$ cat config.mk
export PLATFORM = sky130hd
export DESIGN_NAME = main
export DESIGN_NICKNAME = d
export VERILOG_FILES = /design/src/rtl/main_pkg.sv /design/src/rtl/main_tone_gen.sv /design/src/rtl/main.sv
export SDC_FILE = /design/constraint.sdc
export NUM_CORES = 1
export LEC_CHECK = 0
export BUFFER_PORTS_ARGS = -buffer_cell sky130_fd_sc_hd__buf_2
export CAP_MARGIN = 20
export CELL_PAD_IN_SITES_DETAIL_PLACEMENT = 1
export CELL_PAD_IN_SITES_GLOBAL_PLACEMENT = 2
export CORE_ASPECT_RATIO = 0.5
export CORE_MARGIN = 3
export CORE_UTILIZATION = 43
export DETAILED_ROUTE_END_ITERATION = 12
export PLACE_DENSITY_LB_ADDON = 0.1
export SYNTH_ARGS = -nofsm -noshare
export SYNTH_HDL_FRONTEND = slang
export SYNTH_HIERARCHICAL = 1
export SYNTH_SLANG_ARGS = --single-unit
$ cat constraint.sdc
create_clock -name CLK0 -period 12.45 [get_ports CLK0]
set_clock_uncertainty 0.2 [all_clocks]
set_input_delay 2.49 -clock CLK0 [delete_from_list [all_inputs] [get_ports CLK0]]
set_output_delay 2.49 -clock CLK0 [all_outputs]
set_load 0.05 [all_outputs]
$ cat src/rtl/main_pkg.sv
// Note encoding, tone frequency table, half-period helper and song ROM for the melody player.
package main_pkg;

    typedef logic [1:0] oct_t;
    typedef logic [2:0] deg_t;

    typedef struct packed {
        oct_t oct;
        deg_t deg;
    } note_t;

    localparam oct_t OCT_REST = 2'd0;
    localparam oct_t OCT_LOW  = 2'd1;
    localparam oct_t OCT_MID  = 2'd2;
    localparam oct_t OCT_HIGH = 2'd3;

    localparam int unsigned NUM_TONES = 21;

    // low do..si, mid do..si, high do..si
    localparam int unsigned FREQ_TAB [NUM_TONES] = '{
        262, 294, 330, 349, 392, 440, 494,
        523, 587, 659, 698, 784, 880, 988,
        1047, 1175, 1319, 1397, 1568, 1760, 1976
    };

    localparam logic [4:0] INTRO [8] = '{
        5'h13, 5'h15, 5'h16, 5'h19, 5'h1a, 5'h16, 5'h19, 5'h00
    };

    localparam logic [4:0] MELODY [16] = '{
        5'h0d, 5'h0e, 5'h11, 5'h12, 5'h13, 5'h00, 5'h15, 5'h19,
        5'h1b, 5'h17, 5'h16, 5'h15, 5'h0f, 5'h11, 5'h00, 5'h11
    };

    function automatic int unsigned half_period(int unsigned clk_hz, int unsigned freq);
        return clk_hz / (2 * freq);
    endfunction

    // Index into FREQ_TAB; rests and malformed codes fall back to entry 0.
    function automatic logic [4:0] tone_idx(note_t n);
        logic [4:0] idx;
        idx = 5'(n.oct) * 5'd7 + 5'(n.deg) - 5'd8;
        if (n.oct == OCT_REST || n.deg == 3'd0 || idx >= 5'(NUM_TONES)) begin
            idx = '0;
        end
        return idx;
    endfunction

    // Entries past the intro cycle through the 16-entry melody.
    function automatic note_t song_rom(int unsigned i);
        logic [31:0] rel;
        rel = i - 32'd8;
        if (i < 8) begin
            return note_t'(INTRO[i[2:0]]);
        end
        return note_t'(MELODY[rel[3:0]]);
    endfunction

endpackage

$ cat src/rtl/main_tone_gen.sv
// Square-wave tone divider: toggles spk every hp cycles, phase-restarted on each beat.
module main_tone_gen #(
    parameter int unsigned HPW = 16
) (
    input  logic           clk,
    input  logic           rst,
    input  logic           restart,
    input  logic           rest,
    input  logic [HPW-1:0] hp,
    output logic           spk
);

    logic [HPW-1:0] cnt_q;

    always_ff @(posedge clk or posedge rst) begin
        if (rst) begin
            cnt_q <= '0;
            spk   <= 1'b0;
        end else if (restart || rest) begin
            cnt_q <= '0;
            spk   <= 1'b0;
        end else if (cnt_q == hp - 1'b1) begin
            cnt_q <= '0;
            spk   <= ~spk;
        end else begin
            cnt_q <= cnt_q + 1'b1;
        end
    end

endmodule

$ cat src/rtl/main.sv
// Melody player: steps through the song ROM once per beat, drives LED/H and a speaker tone.
// Define MAIN_SONG_LOOP_EN to loop the song; otherwise playback stops at rest after the last entry.
module main
    import main_pkg::*;
#(
    parameter int unsigned CLK_HZ   = 25_000_000,
    parameter int unsigned BEAT_HZ  = 4,
    parameter int unsigned SONG_LEN = 64
) (
    input  logic       CLK0,
    input  logic       RST0,
    output logic [3:0] LED,
    output logic       SPK_KX,
    output logic       H
);

    localparam int unsigned BEAT_DIV = CLK_HZ / BEAT_HZ;
    localparam int unsigned BW       = (BEAT_DIV > 1) ? $clog2(BEAT_DIV) : 1;
    localparam int unsigned PW       = (SONG_LEN > 1) ? $clog2(SONG_LEN) : 1;
    localparam int unsigned HPW      = $clog2(half_period(CLK_HZ, FREQ_TAB[0]) + 1);

    logic [BW-1:0]  beat_cnt_q;
    logic [PW-1:0]  ptr_q;
    logic           done_q;
    logic           tick;
    note_t          note;
    logic           rest;
    logic [HPW-1:0] hp_tab [NUM_TONES];
    logic [HPW-1:0] hp;

    for (genvar i = 0; i < NUM_TONES; i++) begin : g_hp
        localparam int unsigned HPV = half_period(CLK_HZ, FREQ_TAB[i]);
        assign hp_tab[i] = HPW'(HPV);
    end

    assign tick = (beat_cnt_q == BW'(BEAT_DIV - 1));
    assign note = song_rom(32'(ptr_q));
    assign rest = done_q || (note.oct == OCT_REST);
    assign hp   = hp_tab[tone_idx(note)];

    always_ff @(posedge CLK0 or posedge RST0) begin
        if (RST0) begin
            beat_cnt_q <= '0;
            ptr_q      <= '0;
            done_q     <= 1'b0;
        end else begin
            beat_cnt_q <= tick ? '0 : beat_cnt_q + 1'b1;
            if (tick) begin
                if (ptr_q == PW'(SONG_LEN - 1)) begin
`ifdef MAIN_SONG_LOOP_EN
                    ptr_q <= '0;
`else
                    done_q <= 1'b1;
`endif
                end else begin
                    ptr_q <= ptr_q + 1'b1;
                end
            end
        end
    end

    always_ff @(posedge CLK0 or posedge RST0) begin
        if (RST0) begin
            LED <= 4'd0;
            H   <= 1'b0;
        end else begin
            LED <= rest ? 4'd0 : {1'b0, note.deg};
            H   <= !rest && (note.oct == OCT_HIGH);
        end
    end

    main_tone_gen #(
        .HPW(HPW)
    ) u_tone (
        .clk    (CLK0),
        .rst    (RST0),
        .restart(tick),
        .rest   (rest),
        .hp     (hp),
        .spk    (SPK_KX)
    );

endmodule

Word level (Yosys, flattened, before mapping)
Memory sizes are Yosys's and may differ from the RTL's. Cells that the tools add are included.

Bits in read-only memories: 632. Memories kept: 3. Logic and storage cells: 59. Register bits after elaboration: 51. Output and inout port bits: 6.

Memories: (no name shown) (depth 32, bits a word 16, read ports 1, clocked after Yosys merged registers in 0, wr ports 0, RTL line main.sv:39) `assign hp = hp_tab[tone_idx(note)];`; (no name shown) (depth 16, bits a word 5, read ports 1, clocked after Yosys merged registers in 0, wr ports 0, RTL line main_pkg.sv:56) `return note_t'(MELODY[rel[3:0]]);`; (no name shown) (depth 8, bits a word 5, read ports 1, clocked after Yosys merged registers in 0, wr ports 0, RTL line main_pkg.sv:54) `return note_t'(INTRO[i[2:0]]);`.

$lt $le $gt $ge: 5. Multipliers: 1. Mux-type cells: 16. $add $sub $neg: 7. Eq/ne operators: 4. Bitwise gates (word level): 5. Reductions and logical operators: 11.

Operators with widths (number): 16-bit two-way mux (4); 5-bit two-way mux (7); 23-bit by 1-bit adder with 23-bit output (second input constant) (1); 23-bit == test (second input constant) (1); 23-bit two-way mux (1); 16-bit by 1-bit adder with 16-bit output (second input constant) (1); 16-bit == test (1); 16-bit by 1-bit subtractor with 16-bit output (second input constant) (1); 5-bit >= comparator (second input constant) (2); 6-bit by 1-bit adder with 6-bit output (second input constant) (1); 6-bit == test (second input constant) (1); 6-bit >= comparator (second input constant) (1); 6-bit by 4-bit less-than comparator with 1-bit output (second input constant) (1); 5-bit inverter with 6-bit output (1); 5-bit by 3-bit adder with 5-bit output (1); 2-bit by 3-bit multiplier with 5-bit output (second input constant) (1); 4-bit inverter with 5-bit output (1); 5-bit by 4-bit subtractor with 5-bit output (second input constant) (1); 4-bit >= comparator (second input constant) (1); 1-bit logical OR (4); 3-bit inverter with 4-bit output (1); 2-bit AND reduction (2); 4-bit subtractor (second input constant) (1); 3-bit zero test (1); other kinds (8) (11).

Depth between registers and ports, before layout
Gate-level depths: netlist of the first run.

Depth in word-level cells: 20. Gate-level depth with buffers: 33. Depth with buffers taken out: 30.

Modules after synthesis
The synthesis of the first run kept the hierarchy.

Modules (own cells, without submodules): main (area each 2945.3 µm², instances 1, cells an instance 360, sequential area each 850.8 µm²); main_tone_gen (area each 1345.0 µm², instances 1, cells an instance 154, sequential area each 425.4 µm²).

Least setup slack after synthesis of the first run
OpenSTA, ideal clock, no wires.

Kind: register to register. From: register ptr_q[1]. To: register u_tone.cnt_q[10]. Required time: 12.114 ns. Library setup time: 0.136 ns. Data arrival time: 7.060 ns. Path slack: 5.054 ns. Stages on the path, launching flop included: 30. Path through: dfrtp_1 -> inv_1 -> ha_1 -> nand2b_1 -> a32o_1 -> nand2_1 -> inv_1 -> fa_1 -> inv_1 -> ha_1 -> fa_1 -> xnor2_1 -> nand2_1 -> a31o_2 -> nor2_1 -> clkbuf_1 -> nand2_1 -> ha_1 -> nand2_1 -> a21oi_1 -> a311oi_1 -> o32ai_1 -> or4_1 -> clkbuf_2 -> or4_1 -> a21o_1 -> a221o_1 -> nor4_4 -> buf_6 -> nor3_1.

Cells in the longest elaborated chain, start to end: 20.

RTL lines: start: declaration (RTL line main.sv:23) `logic [PW-1:0] ptr_q;`; start signal: assignment (RTL line main.sv:56) `ptr_q <= ptr_q + 1'b1;`; 4-bit subtractor or 3-bit inverter with 4-bit output (tied branches) (RTL line main_pkg.sv:52, main_pkg.sv:54); 4-bit inverter with 5-bit output (implied by the code) or memory 8 x 5 bit (tied branches); memory 16 x 5 bit or 5-bit two-way mux (tied branches); 5-bit two-way mux (on tied branches) (RTL line main_pkg.sv:56, main_pkg.sv:54); 5-bit two-way mux (on tied branches) (RTL line main_pkg.sv:56, main_pkg.sv:53); 5-bit two-way mux (*) (RTL line main_pkg.sv:56); 2-bit by 3-bit multiplier with 5-bit output (RTL line main_pkg.sv:42) `idx = 5'(n.oct) * 5'd7 + 5'(n.deg) - 5'd8;`; 5-bit by 3-bit adder with 5-bit output (RTL line main_pkg.sv:42); (+4 left out); 5-bit inverter with 6-bit output (implied by the code) (*) (RTL line main.sv:39); memory 32 x 16 bit (*); 16-bit two-way mux (implied by the code) (*) (2 in a row) (RTL line main.sv:39); named net hp[1] (RTL line main.sv:29) `logic [HPW-1:0] hp;`; 16-bit by 1-bit subtractor with 16-bit output (*) (RTL line main_tone_gen.sv:22) `end else if (cnt_q == hp - 1'b1) begin`; 16-bit == test (*) (RTL line main_tone_gen.sv:22); 16-bit two-way mux (*) (RTL line main_tone_gen.sv:22); 16-bit two-way mux (*) (RTL line main_tone_gen.sv:19) `end else if (restart || rest) begin`; end signal: assignment (RTL line main_tone_gen.sv:26) `cnt_q <= cnt_q + 1'b1;`; end: declaration (RTL line main_tone_gen.sv:13) `logic [HPW-1:0] cnt_q;`.

Mark *: on every way through the listed nets, which the timed path passes. The rest lies on a longest branch. The select of a mux whose other input is x is not followed. A chain may end at the register's enable or synchronous reset.

Worst setup path in the final report of the first run
From: register ptr_q[1]. To: register u_tone.cnt_q[15].

The elaborated chain is that of the path after synthesis.

==> results.toml, run 1 <==
[power_and_ir_drop]
ir_worst_vdd_mv = 0.0498
comb_power_share_pct = 1.3
swShare_pct = 20.1
share_clk_of_total_power_pct = 47.7
power_leakage_uw = 0.00192
cellPowerDensity_nw_per_um2 = 71.7
switching_power_uw = 65.1
power.internal_uw = 260
seqPwrFrac_pct = 51.0

[clocking]
postCtsHoldBufs = 0
cts-htree-levels = 2
cts-buffers-inserted = 5
clock_path_buffers = 2
sink_count_of_the_clock_tree = 51
clkSlewWorstSetupHoldPaths_ns = 0.06
ctsRootBufferMaster = "sky130_fd_sc_hd__clkbuf_16"
post_cts.resized_instances = 0
postCtsSetupRepairBufs = 0
cts_tree = "built"
clk-insertion-delay-late_ns = 0.29

[worst_setup_path]
crit_fanout = 16
critPathMaxStageDelay_ns = 0.81
worst_path_dominant_cell_family = "simple AND/OR/NAND/NOR gates"
setup.reg_to_reg.worst_slack_ns = 3.55
timing.critical_path.to_type = "register"
worstReg2RegEnd = "u_tone/cnt_q[15]"
crit_path_start_kind = "register"
slowest_stage = "sky130_fd_sc_hd__nor4_4"
required_ns = 12.38
cp_num_cells = 26
critical_path_arrival_ns = 8.83
worstReg2RegStart = "ptr_q[1]"
path_buf_inv = 4
reg2regPathDepth = 26
timing_worst_setup_path_type = "register to register"

[route]
avgRoutedWirePerCell_um = 18.1
wl_um = 11600
drcViolationCount = 0
ant_nets = 0
routed-via-count = 3694
drt-pass1-iter-count = 4
detail_route.iter0.violations = 203
avgViaCountPerCell = 5.78

[finish]
final_nets = 534
filler_cell_count = 1160
areaGrowthSynthToFinish_pct = 5.54
antenna-diode-count = 0
ff_latch_area_um2 = 1280
multiInputGateArea_um2 = 2770
drive_gt1_share_pct = 5.95

[sta]
timing.hold.ws_ns = 0.259
time_the_worst_path_needs_with_i_o_delays_and_setup_ns = 8.90
timing.final.max_slew_violations = 0
worst_slew_pin_slew_ns = 0.940
finalCritPeriodShare_pct = 71.5
fmax_mhz = 112
slew_headroom_pct = 37.0
rsz_0062_raised_after_global_routing = "false"
setup_violations = 0
hold_viol_final = 0
fin_setup_tns_ns = 0

[yosys]
async_reset_ff_share_pct = 100
synth.top_cell.area_share_pct = 29.7
ys_seq_elements = 51
synth_edf_count = 0
ys_types = 65
syn_nets = 544
postSynthCellCount = 514
syn_avg_cell_area_um2 = 8.35
synth_area_um2 = 4290
synth_sequential_area_ratio_pct = 29.7
yosys_most_used_dff = "sky130_fd_sc_hd__dfrtp_1"
synthTopCellsByArea = "sky130_fd_sc_hd__dfrtp_1 30%, sky130_fd_sc_hd__ha_1 7.3%, sky130_fd_sc_hd__xnor2_1 6.7%"
synthDominantAreaCellType = "sky130_fd_sc_hd__dfrtp_1"
yosys_warnings = 6

[floorplanning]
floorplan.initialDensity_pct = 44.8
floorplan.rows = 25
num_io_pins = 8
die_area_um2 = 11300
die_width_um = 147
core_region_area_um2 = 9570
dieHeight_um = 76.6

[global_routing]
antenna_found_initial = 0
grt_pass1_vias = 3760
grt_start_max_net_pins = 35
overflow = 0
grt_first_pass_wirelength_um = 19600
grt_usage_pct = 21.1

[placement]
io_buffers = 6
gp_routability_congestion = 0.854
post_dp_hpwl_um = 8390

[outcome]
status = "finished, final reports clean"

[min_path]
min_from = "done_q"
hold_class = "register to register"
whs_endpoint = "done_q"
holdPathStages = 1

[job]
drv.max_cap_violation_count = 0
==> worst reg2reg max path, delay by kind of cell, from the launching register on <==
kind                     cells  cell delay [ns]
XOR/XNOR                     1             0.17
AO/OA/AOI/OAI                6             1.63
buffers and inverters        4             0.57
adder cells (fa/ha/maj)      5             1.88
AND/OR/NAND/NOR             10             3.79
flip-flops                   1             0.50
==> cell type report <==
| class | count | share of cell area [%] |
|---|---|---|
| clock inverter | 2 | 0.829 |
| tap | 135 | 3.73 |
| clock buffer | 5 | 2.76 |
| timing repair buffer | 9 | 1.16 |
| inverter | 25 | 2.07 |
| multi-input combinational | 412 | 61.3 |
| sequential | 51 | 28.2 |
==> Yosys cell counts, types with 2 or more instances <==
| library cell | count |
|---|---|
| sky130_fd_sc_hd__a211o_1 | 2 |
| sky130_fd_sc_hd__o31ai_1 | 4 |
| sky130_fd_sc_hd__a311oi_1 | 4 |
| sky130_fd_sc_hd__nand2_1 | 38 |
| sky130_fd_sc_hd__a31oi_1 | 5 |
| sky130_fd_sc_hd__o221ai_1 | 3 |
| sky130_fd_sc_hd__inv_1 | 25 |
| sky130_fd_sc_hd__nor2b_1 | 5 |
| sky130_fd_sc_hd__a32o_1 | 2 |
| sky130_fd_sc_hd__clkbuf_1 | 15 |
| sky130_fd_sc_hd__or3_1 | 7 |
| sky130_fd_sc_hd__a211oi_1 | 5 |
| sky130_fd_sc_hd__o2111ai_1 | 2 |
| sky130_fd_sc_hd__nand2b_1 | 7 |
| sky130_fd_sc_hd__nand3b_1 | 2 |
| sky130_fd_sc_hd__a221oi_1 | 3 |
| sky130_fd_sc_hd__fa_1 | 3 |
| sky130_fd_sc_hd__and4_1 | 2 |
| sky130_fd_sc_hd__o32ai_1 | 2 |
| sky130_fd_sc_hd__mux2i_1 | 5 |
| sky130_fd_sc_hd__a22oi_1 | 2 |
| sky130_fd_sc_hd__buf_2 | 2 |
| sky130_fd_sc_hd__nor3_1 | 30 |
| sky130_fd_sc_hd__and3_1 | 9 |
| sky130_fd_sc_hd__xor2_1 | 27 |
| sky130_fd_sc_hd__nor4_1 | 8 |
| sky130_fd_sc_hd__nand3_1 | 20 |
| sky130_fd_sc_hd__or2_2 | 7 |
| sky130_fd_sc_hd__o211ai_1 | 4 |
| sky130_fd_sc_hd__buf_6 | 5 |
| sky130_fd_sc_hd__dfrtp_1 | 51 |
| sky130_fd_sc_hd__a21oi_1 | 30 |
| sky130_fd_sc_hd__nand4_1 | 9 |
| sky130_fd_sc_hd__and2_1 | 6 |
| sky130_fd_sc_hd__xnor2_1 | 33 |
| sky130_fd_sc_hd__ha_1 | 25 |
| sky130_fd_sc_hd__nor3b_1 | 3 |
| sky130_fd_sc_hd__buf_4 | 2 |
| sky130_fd_sc_hd__o21ai_0 | 20 |
| sky130_fd_sc_hd__or4_1 | 6 |
| sky130_fd_sc_hd__nor2_1 | 47 |
| sky130_fd_sc_hd__a21o_1 | 4 |
==> metrics by stage <==
step / total power [µW] / cell area, µm² / setup WS, ns / std cells / util (%)
2_1_floorplan: 172 / 4290 / 5.05 / 514 / -
3_3_place_gp: 173 / 4370 / 3.84 / 632 / 45.6
3_5_place_dp: 173 / 4370 / 3.70 / 632 / 45.6
4_1_cts: 331 / 4530 / 3.66 / 639 / 47.3
5_1_grt: 340 / 4530 / 3.06 / 639 / 47.3
6_report: 325 / 4530 / 3.55 / 639 / 47.3
==> power groups by stage <==
stage          registers, µW  logic, µW  clock network [µW]
2_1_floorplan            169       3.36                   0
3_3_place_gp             169       4.52                   0
3_5_place_dp             169       4.62                   0
4_1_cts                  166       4.63                 161
5_1_grt                  165       5.03                 169
6_report                 166       4.28                 155
==> per-layer routing <==
layer	vias to the layer above	share of wire [%]	GRT usage, %
met5	-	0	0
met3	9	3.9	3.45
met2	67	43	31.6
li1	1813	-	-
met1	1805	53	32.3
met4	0	0.59	3.44
==> registers in the layout (all words and copies together) (netlist names) <==
signal and flops:
LED 3, done_q 1, H 1, beat_cnt_q 23, u_tone/cnt_q 16, ptr_q 6
u_tone/spk 1
==> how the worst max path moves through the flow <==
stage,start,end
after floorplan,ptr_q[1],u_tone/cnt_q[10]
after global routing,ptr_q[0],u_tone/cnt_q[1]
final,ptr_q[1],u_tone/cnt_q[15]
after CTS,ptr_q[1],u_tone/cnt_q[15]
after global placement,ptr_q[1],u_tone/cnt_q[1]
after detailed placement,ptr_q[1],u_tone/cnt_q[15]
==> placed cells by master, fill, tap and decap left out, drive strengths merged, types with 3 or more instances in the layout <==
cell type  instances
nor3              30
a221oi             4
clkbuf             5
o211ai             4
a211oi             5
nor2b              5
mux2i              5
inv               25
a21oi             30
ha                25
or4                6
nand2b             7
nor4               9
nand4              9
or2                7
xor2              27
and2               6
and3               9
o221ai             3
fa                 3
dfrtp             51
buf                9
nand3             20
o21ai             21
or3                7
a311oi             4
a21o               4
a31oi              5
xnor2             33
nor3b              3
o31ai              4
nor2              47
nand2             38
==> logic make-up (layout without fill, tap and decap cells) <==
| family | after synthesis | in the layout | synth area share (%) |
|---|---|---|---|
| and+or+nand+nor | 210 | 210 | 25.2 |
| AOI/OAI and AO/OA | 106 | 106 | 16.6 |
| xor gates and xnor gates | 60 | 60 | 12.2 |
| DFF | 51 | 51 | 29.7 |
| buffers and inverters | 51 | 41 | 5.60 |
| adders and majority gates | 28 | 28 | 8.69 |
| muxes | 7 | 7 | 1.78 |
| other | 1 | 1 | 0.0874 |
(Power assumes the default switching activity.)
==> inputs of run 2 (changes only) <==
- ABC_AREA: default -> 1
- CORE_UTILIZATION: 43 -> 37
- clock period: 12.45 -> 9.2 ns (I/O delays scaled with it)
==> results.toml, run 2 <==
[clocking]
postCtsSetupRepairBufs = 0
ctsRootBufferMaster = "sky130_fd_sc_hd__clkbuf_16"
postCtsHoldBufs = 0
clock_path_buffers = 2
clkSlewWorstSetupHoldPaths_ns = 0.08
post_cts.resized_instances = 0
cts-buffers-inserted = 5
clk-insertion-delay-late_ns = 0.29
cts-htree-levels = 2
cts_tree = "built"
sink_count_of_the_clock_tree = 51

[finish]
largest_registers = "beat_cnt_q: 23 flops, u_tone/cnt_q: 16 flops, ptr_q: 6 flops"
areaGrowthSynthToFinish_pct = 6.08
final_cells = 846
antenna-diode-count = 0
largest_register_ffs = 23
leading_cell_type_in_the_layout_fill_and_taps_excluded = "sky130_fd_sc_hd__nand2_1"
final_nets = 710
drive_gt1_share_pct = 8.66
finish.instance_area_um2 = 4870
most-common-layout-cells = "175 x sky130_fd_sc_hd__nand2_1, 98 x sky130_fd_sc_hd__inv_1, 83 x sky130_fd_sc_hd__nand3_1"
register_bank_with_the_most_flops = "beat_cnt_q"
post-route-util_pct = 40.8

[worst_setup_path]
path_buf_inv = 5
critPathMaxStageDelay_ns = 0.57
crit_path_start_kind = "register"
timing_worst_setup_path_type = "register to register"
required_ns = 9.18
worst_path_dominant_cell_family = "simple AND/OR/NAND/NOR gates"
crit_fanout = 16
critical_path_arrival_ns = 6.81
slowest_stage = "sky130_fd_sc_hd__fa_1"
cp_common_cell = "sky130_fd_sc_hd__nand2_1"
timing.critical_path.to_type = "register"

[yosys]
ys_types = 44
synthDominantAreaCellType = "sky130_fd_sc_hd__dfrtp_1"
yosys_most_used_dff = "sky130_fd_sc_hd__dfrtp_1"
postSynthCellCount = 681
synth_sequential_area_ratio_pct = 27.8
synth_area_um2 = 4590
synthTopCellsByArea = "sky130_fd_sc_hd__dfrtp_1 28%, sky130_fd_sc_hd__nand2_1 14%, sky130_fd_sc_hd__nand3_1 9.0%"
yosys_warnings = 6
synth.top_cell.area_share_pct = 27.8
syn_avg_cell_area_um2 = 6.74
async_reset_ff_share_pct = 100
yosys-top-cells-count = "175 x sky130_fd_sc_hd__nand2_1, 98 x sky130_fd_sc_hd__inv_1, 83 x sky130_fd_sc_hd__nand3_1"
ys_seq_elements = 51
synth_edf_count = 0
syn_nets = 711
leading_cell_type_by_number_of_instances_after_synthesis = "sky130_fd_sc_hd__nand2_1"

[power_and_ir_drop]
power.total_uw = 424
ir_worst_vdd_mv = 0.0673
cellPowerDensity_nw_per_um2 = 87.0
power_leakage_uw = 0.00250

[route]
drcViolationCount = 0
avgRoutedWirePerCell_um = 14.4
detail_route.iter0.violations = 199
wl_um = 12200
drt-pass1-iter-count = 4
routed-via-count = 4136
avgViaCountPerCell = 4.89
ant_nets = 0

[global_routing]
overflow = 0
grt_pass1_vias = 4179
grt_usage_pct = 18.7
grt_first_pass_wirelength_um = 21100
grt_start_max_net_pins = 21
antenna_found_initial = 0

[floorplanning]
core_region_area_um2 = 11900
floorplan.initialDensity_pct = 38.4
num_io_pins = 8
floorplan.rows = 28
die_width_um = 164
dieHeight_um = 84.8
die_area_um2 = 13900

[sta]
finalCritPeriodShare_pct = 74.3
fmax_mhz = 146
rsz_0062_raised_after_global_routing = "false"
timing.final.max_slew_violations = 0
time_the_worst_path_needs_with_i_o_delays_and_setup_ns = 6.84
worst_slew_pin_slew_ns = 0.661
slew_headroom_pct = 55.9
setup_violations = 0
hold_viol_final = 0
fin_setup_tns_ns = 0

[placement]
gp_routability_congestion = 0.822
io_buffers = 6
placed_area_um2 = 4730
numPlacedInstances = 838
post_dp_hpwl_um = 9880

[outcome]
status = "finished, final reports clean"

[job]
drv.max_cap_violation_count = 0

[min_path]
hold_class = "register to register"
==> run 2: cell types whose count changed after synthesis, sizes merged, moves of 7 or more <==
cell	before	now
nand2	38	186
inv	25	104
nand3	20	87
nor2	47	94
xnor2	33	14
nor3	30	12
a21oi	30	13
clkbuf	16	5
and3	9	0
nand4	9	16
or3	7	0
==> run 2: worst reg2reg max path, delay by kind of cell (launching register included) <==
kind            cells  cell delay, ns
compound gates      3            0.72
flops               1            0.46
simple gates       20            2.49
fa+ha+maj           6            2.17
buf+inv             5            0.72
==> run 2: stage by stage <==
step / worst slack (ns) / hold slack (ns)
after floorplan: 3.57 / 0.227
after global placement: 2.62 / 0.248
after detailed placement: 2.40 / 0.254
after CTS: 2.36 / 0.270
after global routing: 1.56 / 0.281
final: 2.36 / 0.262
==> run 2: logic make-up after synthesis <==
logic type	share of synthesized area, %
xor+xnor	6.87
simple gates	41.7
buf+inv	10.9
other cells	0.0817
compound gates	4.50
flops	27.8
fa+ha+maj	8.12
==> run 2: path summary, 6_finish.rpt <==
kind	startpoint	end	slack, ns	cells past startpoint
max	ptr_q[0]	u_tone/cnt_q[3]	2.36	34
min in group asynchronous	RST0	beat_cnt_q[17]	1.41	2
min	beat_cnt_q[0]	beat_cnt_q[0]	0.26	1
max in group asynchronous	RST0	ptr_q[4]	6.65	3
max reg2reg	ptr_q[0]	u_tone/cnt_q[3]	2.36	34
min reg2reg	beat_cnt_q[0]	beat_cnt_q[0]	0.26	1
==> run 2: layout make-up <==
| type | instances | area [µm²] |
|---|---|---|
| fill | 1570 | 7080 |
| multi-input combinational | 511 | 2810 |
| sequential | 51 | 1280 |
| inverter | 104 | 393 |
| tap | 165 | 206 |
| clock buffer | 5 | 125 |
| timing repair buffer | 7 | 37.5 |
| clock inverter | 3 | 18.8 |
==> run 2: where the power goes <==
part	switching [µW]	total (µW)	internal, µW
clock network	92.3	194	101
registers	0	224	224
logic	5.66	6.14	0.476
==> run 2: metal layers <==
metal	vias to the layer above	track usage, %	part of all wire, %
met3	8	2.81	1.8
met2	26	30.3	45
met4	0	2.38	0.83
met5	-	0	0
met1	1965	27.1	52
li1	2137	-	-
